File: config.mk
export PLATFORM = sky130hd
export DESIGN_NAME = demux_stream_router_flat
export DESIGN_NICKNAME = d
export VERILOG_FILES = /design/src/rtl/demux_stream_router_if.sv /design/src/rtl/demux_stream_router.sv /design/src/flat_wrapper.sv
export SDC_FILE = /design/constraint.sdc
export NUM_CORES = 1
export LEC_CHECK = 0
export ABC_AREA = 1
export CAP_MARGIN = 40
export CORE_ASPECT_RATIO = 1.5
export CORE_MARGIN = 2
export CORE_UTILIZATION = 30
export CTS_BUF_LIST = sky130_fd_sc_hd__clkbuf_4 sky130_fd_sc_hd__clkbuf_8
export DETAILED_ROUTE_END_ITERATION = 8
export PLACE_DENSITY = 0.65
export SYNTH_ARGS = -nofsm -noshare
export SYNTH_HDL_FRONTEND = slang
export SYNTH_SLANG_ARGS = --single-unit
File: constraint.sdc
create_clock -name clk -period 2.96 [get_ports clk]
set_input_delay 0.444 -clock clk [delete_from_list [all_inputs] [get_ports clk]]
set_output_delay 0.444 -clock clk [all_outputs]
set_load 0.01 [all_outputs]
File: src/rtl/demux_stream_router_if.sv
// Stream bundle for the 1-to-4 router: one valid/ready input stream and
// four registered valid/ready output channels, packed side by side.
interface demux_stream_router_if #(
    parameter int WIDTH = 8
);
    logic [WIDTH-1:0]   in_data;
    logic [1:0]         in_sel;
    logic               in_valid;
    logic               in_ready;
    logic [4*WIDTH-1:0] out_data;
    logic [3:0]         out_valid;
    logic [3:0]         out_ready;

    // Producer of in_* and consumer of out_*.
    modport master (
        output in_data, in_sel, in_valid, out_ready,
        input  in_ready, out_data, out_valid
    );

    // The router itself.
    modport slave (
        input  in_data, in_sel, in_valid, out_ready,
        output in_ready, out_data, out_valid
    );
endinterface

File: src/rtl/demux_stream_router.sv
// Sequential 1-to-4 stream distributor: each accepted word lands in a
// one-entry register of the channel picked by in_sel or a round-robin pointer.
module demux_stream_router #(
    parameter int WIDTH = 8,
    parameter int CNT_W = 8
) (
    input  logic                    clk,
    input  logic                    rst_n,
    demux_stream_router_if.slave    bus,
    input  logic                    rr_mode,
    input  logic                    flush,
    output logic                    sel_s1,
    output logic                    sel_s0,
    output logic [CNT_W-1:0]        acc_cnt
);

    logic [1:0]       rr_ptr;
    logic [1:0]       dest;
    logic [3:0]       full;
    logic [WIDTH-1:0] data_q [4];
    logic             accept;

    // in_sel is only looked at in explicit mode, so an X on it cannot leak
    // into routing while round-robin is active.
    assign dest   = rr_mode ? rr_ptr : bus.in_sel;
    assign sel_s1 = dest[1];
    assign sel_s0 = dest[0];

    // A full channel may still accept when its consumer drains it this cycle,
    // which is what gives one word per cycle per channel.
    assign bus.in_ready = ~flush & (~full[dest] | bus.out_ready[dest]);
    assign accept       = bus.in_valid & bus.in_ready;

    assign bus.out_valid = full;

    always_comb begin
        bus.out_data = '0;
        for (int k = 0; k < 4; k++) begin
            bus.out_data[k*WIDTH +: WIDTH] = data_q[k];
        end
    end

    // Occupancy flags: reload wins over drain, flush wins over both.
    always_ff @(posedge clk or negedge rst_n) begin
        if (!rst_n) begin
            full <= '0;
        end else if (flush) begin
            full <= '0;
        end else begin
            for (int k = 0; k < 4; k++) begin
                if (accept && dest == 2'(k)) begin
                    full[k] <= 1'b1;
                end else if (full[k] && bus.out_ready[k]) begin
                    full[k] <= 1'b0;
                end
            end
        end
    end

    // NOTE: the data registers are reset too, because out_data must read zero
    // while rst_n is low; without that requirement they could go unreset.
    always_ff @(posedge clk or negedge rst_n) begin
        if (!rst_n) begin
            for (int k = 0; k < 4; k++) begin
                data_q[k] <= '0;
            end
        end else if (accept) begin
            data_q[dest] <= bus.in_data;
        end
    end

    // The pointer moves only on a round-robin accept, never on mode changes.
    always_ff @(posedge clk or negedge rst_n) begin
        if (!rst_n) begin
            rr_ptr <= 2'd0;
        end else if (accept && rr_mode) begin
            rr_ptr <= rr_ptr + 2'd1;
        end
    end

    always_ff @(posedge clk or negedge rst_n) begin
        if (!rst_n) begin
            acc_cnt <= '0;
        end else if (accept && acc_cnt != {CNT_W{1'b1}}) begin
            acc_cnt <= acc_cnt + CNT_W'(1);
        end
    end

endmodule

File: src/flat_wrapper.sv
// flat-port wrapper written by rule: the top's interface ports become plain ports
module demux_stream_router_flat 
#(
    parameter int WIDTH = 8,
    parameter int CNT_W = 8
)
  (clk, rst_n, rr_mode, flush, sel_s1, sel_s0, acc_cnt, bus_in_data, bus_in_sel, bus_in_valid, bus_out_ready, bus_in_ready, bus_out_data, bus_out_valid);
  demux_stream_router_if #(.WIDTH(WIDTH)) bus_i ();
  input  logic clk;
  input  logic rst_n;
  input  logic rr_mode;
  input  logic flush;
  output logic sel_s1;
  output logic sel_s0;
  output logic [CNT_W-1:0] acc_cnt;
  input wire logic [$bits(bus_i.in_data)-1:0] bus_in_data;
  input wire logic [$bits(bus_i.in_sel)-1:0] bus_in_sel;
  input wire logic [$bits(bus_i.in_valid)-1:0] bus_in_valid;
  input wire logic [$bits(bus_i.out_ready)-1:0] bus_out_ready;
  output wire logic [$bits(bus_i.in_ready)-1:0] bus_in_ready;
  output wire logic [$bits(bus_i.out_data)-1:0] bus_out_data;
  output wire logic [$bits(bus_i.out_valid)-1:0] bus_out_valid;
  assign bus_i.in_data = bus_in_data;
  assign bus_i.in_sel = bus_in_sel;
  assign bus_i.in_valid = bus_in_valid;
  assign bus_i.out_ready = bus_out_ready;
  assign bus_in_ready = bus_i.in_ready;
  assign bus_out_data = bus_i.out_data;
  assign bus_out_valid = bus_i.out_valid;
  demux_stream_router #(.WIDTH(WIDTH), .CNT_W(CNT_W)) u_core (.clk(clk), .rst_n(rst_n), .bus(bus_i), .rr_mode(rr_mode), .flush(flush), .sel_s1(sel_s1), .sel_s0(sel_s0), .acc_cnt(acc_cnt));
endmodule
==> summary.txt <==
Hold WC Path Type -> input port to async pin
max-cap violations -> 0
global-route congestion overflow total -> 0
post-synth top area share -> 51.2%
clock tree skew after final layout -> 9.41 ps
cell internal pwr -> 1.74 mW
estimated wirelength of the detail-placed design -> 4.42 mm
Root Buffer -> sky130_fd_sc_hd__clkbuf_8
vias after detailed routing -> 2098
number of register bits inferred by synthesis -> 46
part of the total power dissipated in sequential elements -> 39.6%
Setup CP Type -> input port to output port
cells resized by post-CTS repair -> 0
number of buffers on the longest clock path -> 2
cell taking the most area after synthesis -> sky130_fd_sc_hd__dfrtp_1
net count after synthesis -> 277
initial antenna violation count -> 0
average wire per cell in the routed design -> 14.5 µm
count of final hold-check violations -> 0
part of the power in the clock network -> 17.6%
portion of the clock cycle consumed by the worst path in the final layout -> 94.4%
Die Y -> 110 µm
maximum achievable frequency -> 358 MHz
worst-margin pin slew -> 760 ps
Critical Path Sink Type -> output port
RD Place Congestion -> 0.918
crit start category -> input port
outcome -> completed
proportion of layout cells with a drive suffix above 1 -> 10.2%
signal arrival time at the worst endpoint -> 2350 ps
number of buffers inserted to repair setup after CTS -> 0
ports placed on the boundary -> 66
final period demand of the worst path -> 2800 ps
CTS clock-pin slew for the worst setup and hold paths -> 80 ps
PwrDens -> 858 nW/µm²
wirelength, routed -> 6.18 mm
placement-stage worst setup slack -> 168 ps
detailed-routing iteration count for the pre-antenna-repair pass -> 5
core area -> 7270 µm²
DIE WIDTH -> 74.7 µm
count of endpoints failing setup in the final report -> 0
Port Buffers -> 65
Switching Share -> 34.5%
final setup margin -> 165 ps
Die Outline Area -> 8220 µm²
Clock Latency Late Sink -> 300 ps
number of diodes added for antenna fixing -> 0
number of H-tree levels -> 2
max-slew violation total from the final report -> 0
setup repair after global routing missed its margin -> no
via count of the first global-routing pass -> 2036
hold buffer count at cts -> 0
largest cells by area after synthesis -> sky130_fd_sc_hd__dfrtp_1, sky130_fd_sc_hd__nand2_1, sky130_fd_sc_hd__nand4_1
number of nets in the final layout -> 344
starting utilization of the core area -> 30.9%
wire length of the first global-routing pass -> 10.0 mm
drt initial violations -> 64
power dissipated by switching net loads -> 0.919 mW
layout-stage area growth over the synthesis result -> 37.9%
number of distinct standard cells referenced by the synthesized netlist -> 20
average instance area after synthesis -> 8.75 µm²
via density per instance -> 4.94
cells after synthesis -> 257
total negative setup slack -> 0 ps
combinational fraction of design power -> 42.7%
required time of the critical path -> 2520 ps
Max-Slew Margin vs Limit -> 49.2%
synthesized cell area -> 2250 µm²
clock sink count -> 46
Leakage Power -> 1.50 nW
sequential cell area fraction in the yosys report -> 51.2%
YS warnings -> 0
clock tree from TritonCTS -> done
number of remaining DRC errors -> 0
combined global-route utilization of all metal layers -> 16.0%
maximum vdd drop -> 0.000338 V
number of nets with antenna violations after routing -> 0
clock buffer count from CTS -> 5
pin count of the biggest net entering global routing -> 43
Crit Path Max Fanout -> 8
total number of placement rows -> 38
-- synth_stat cells --
cell / instances
sky130_fd_sc_hd__inv_1: 9
sky130_fd_sc_hd__inv_2: 1
sky130_fd_sc_hd__buf_2: 5
sky130_fd_sc_hd__nor2_2: 5
sky130_fd_sc_hd__clkinv_1: 1
sky130_fd_sc_hd__buf_6: 5
sky130_fd_sc_hd__nand4_1: 43
sky130_fd_sc_hd__nor3_1: 2
sky130_fd_sc_hd__a21oi_4: 1
sky130_fd_sc_hd__nand2_2: 6
sky130_fd_sc_hd__dfrtp_1: 46
sky130_fd_sc_hd__nand2_4: 1
sky130_fd_sc_hd__xnor2_1: 1
sky130_fd_sc_hd__nand3_1: 8
sky130_fd_sc_hd__xor2_1: 6
sky130_fd_sc_hd__nor2_1: 3
sky130_fd_sc_hd__o31ai_1: 2
sky130_fd_sc_hd__ha_1: 1
sky130_fd_sc_hd__nand2_1: 106
sky130_fd_sc_hd__nand4_2: 5
-- final timing paths --
kind                                               from                       to  slack [ps]  cells past startpoint
worst min-delay path                              rst_n        u_core.acc_cnt[7]          60                      1
worst min register to register  u_core.bus.out_data[24]  u_core.bus.out_data[24]         490                      2
worst max-delay path                            rr_mode             bus_in_ready         160                     10
worst max register to register        u_core.acc_cnt[0]        u_core.acc_cnt[0]        1020                      7
min in group clk                u_core.bus.out_data[24]  u_core.bus.out_data[24]         490                      2
max in group asynchronous                         rst_n  u_core.bus.out_data[18]        2410                      2
-- critical path, cell delays in order --
cell                              delay (ps)
sky130_fd_sc_hd__clkdlybuf4s50_1         630
sky130_fd_sc_hd__inv_2                   100
sky130_fd_sc_hd__nand2_2                 100
sky130_fd_sc_hd__nand2_4                  80
sky130_fd_sc_hd__nand2_1                  70
sky130_fd_sc_hd__nand2_1                  50
sky130_fd_sc_hd__nand2_1                  70
sky130_fd_sc_hd__nand2_2                  80
sky130_fd_sc_hd__a21oi_4                 170
sky130_fd_sc_hd__clkdlybuf4s50_1         560
-- cell families after synthesis --
| family | synth area share [%] |
|---|---|
| compound gates | 1.39 |
| xor+xnor | 2.73 |
| fa+ha+maj | 0.556 |
| buf+inv | 5.45 |
| flops | 51.2 |
| simple gates | 38.7 |
-- flip-flops by register name (all words and copies together) (netlist names) --
signal and count:
u_core.rr_ptr 2, u_core.bus.out_valid 4, u_core.acc_cnt 8, u_core.bus.out_data 32
-- through the flow --
| step | instances | hold slack, ps | util [%] | power, mW | instance area [µm²] |
|---|---|---|---|---|---|
| finish | 425 | 59.4 | 42.7 | 2.66 | 3100 |
| global placement | 416 | 465 | 40.8 | 2.20 | 2970 |
| floorplan | 257 | 148 | - | 1.54 | 2250 |
| CTS | 425 | 65.4 | 42.7 | 2.71 | 3100 |
| global route | 425 | 66.5 | 42.7 | 2.85 | 3100 |
| detailed placement | 417 | 384 | 41.1 | 2.22 | 2990 |
-- placed cells by master, fill, tap and decap left out, drive strengths merged --
cell type      netlist  final
bufinv               0      1
nor3                 2      2
nand2              113    113
nor2                 8      8
clkinvlp             0      1
inv                 10     10
a21oi                1      1
xnor2                1      1
xor2                 6      6
ha                   1      1
nand3                8      8
clkdlybuf4s50        0     64
dfrtp               46     46
clkbuf               0      6
buf                 10      6
nand4               48     48
clkinv               1      1
o31ai                2      2
-- layer usage --
metal | GRT usage (%) | vias to the layer above | part of all wire (%)
li1 | - | 1010 | -
met1 | 21.5 | 1012 | 42
met2 | 26.0 | 68 | 50
met3 | 2.27 | 8 | 5.6
met4 | 6.12 | 0 | 1.9
met5 | 0 | - | 0
-- power by group through the flow --
stage          Combinational [mW]  Clock (mW)  Sequential (mW)
6_report                     1.14       0.470             1.06
5_1_grt                      1.25       0.515             1.09
4_1_cts                      1.16       0.491             1.06
3_5_place_dp                 1.15           0             1.07
3_3_place_gp                 1.13           0             1.07
2_1_floorplan               0.390           0             1.15
-- area by class of cell --
type / instances / area (µm²)
Timing Repair Buffer: 70 / 696
Clock inverter: 2 / 37.5
Sequential cell: 46 / 1150
Multi-Input combinational cell: 190 / 976
Clock buffer: 6 / 76.3
Fill cell: 725 / 4170
Inverter: 11 / 41.3
Tap cell: 100 / 125
(Power assumes the default switching activity.)
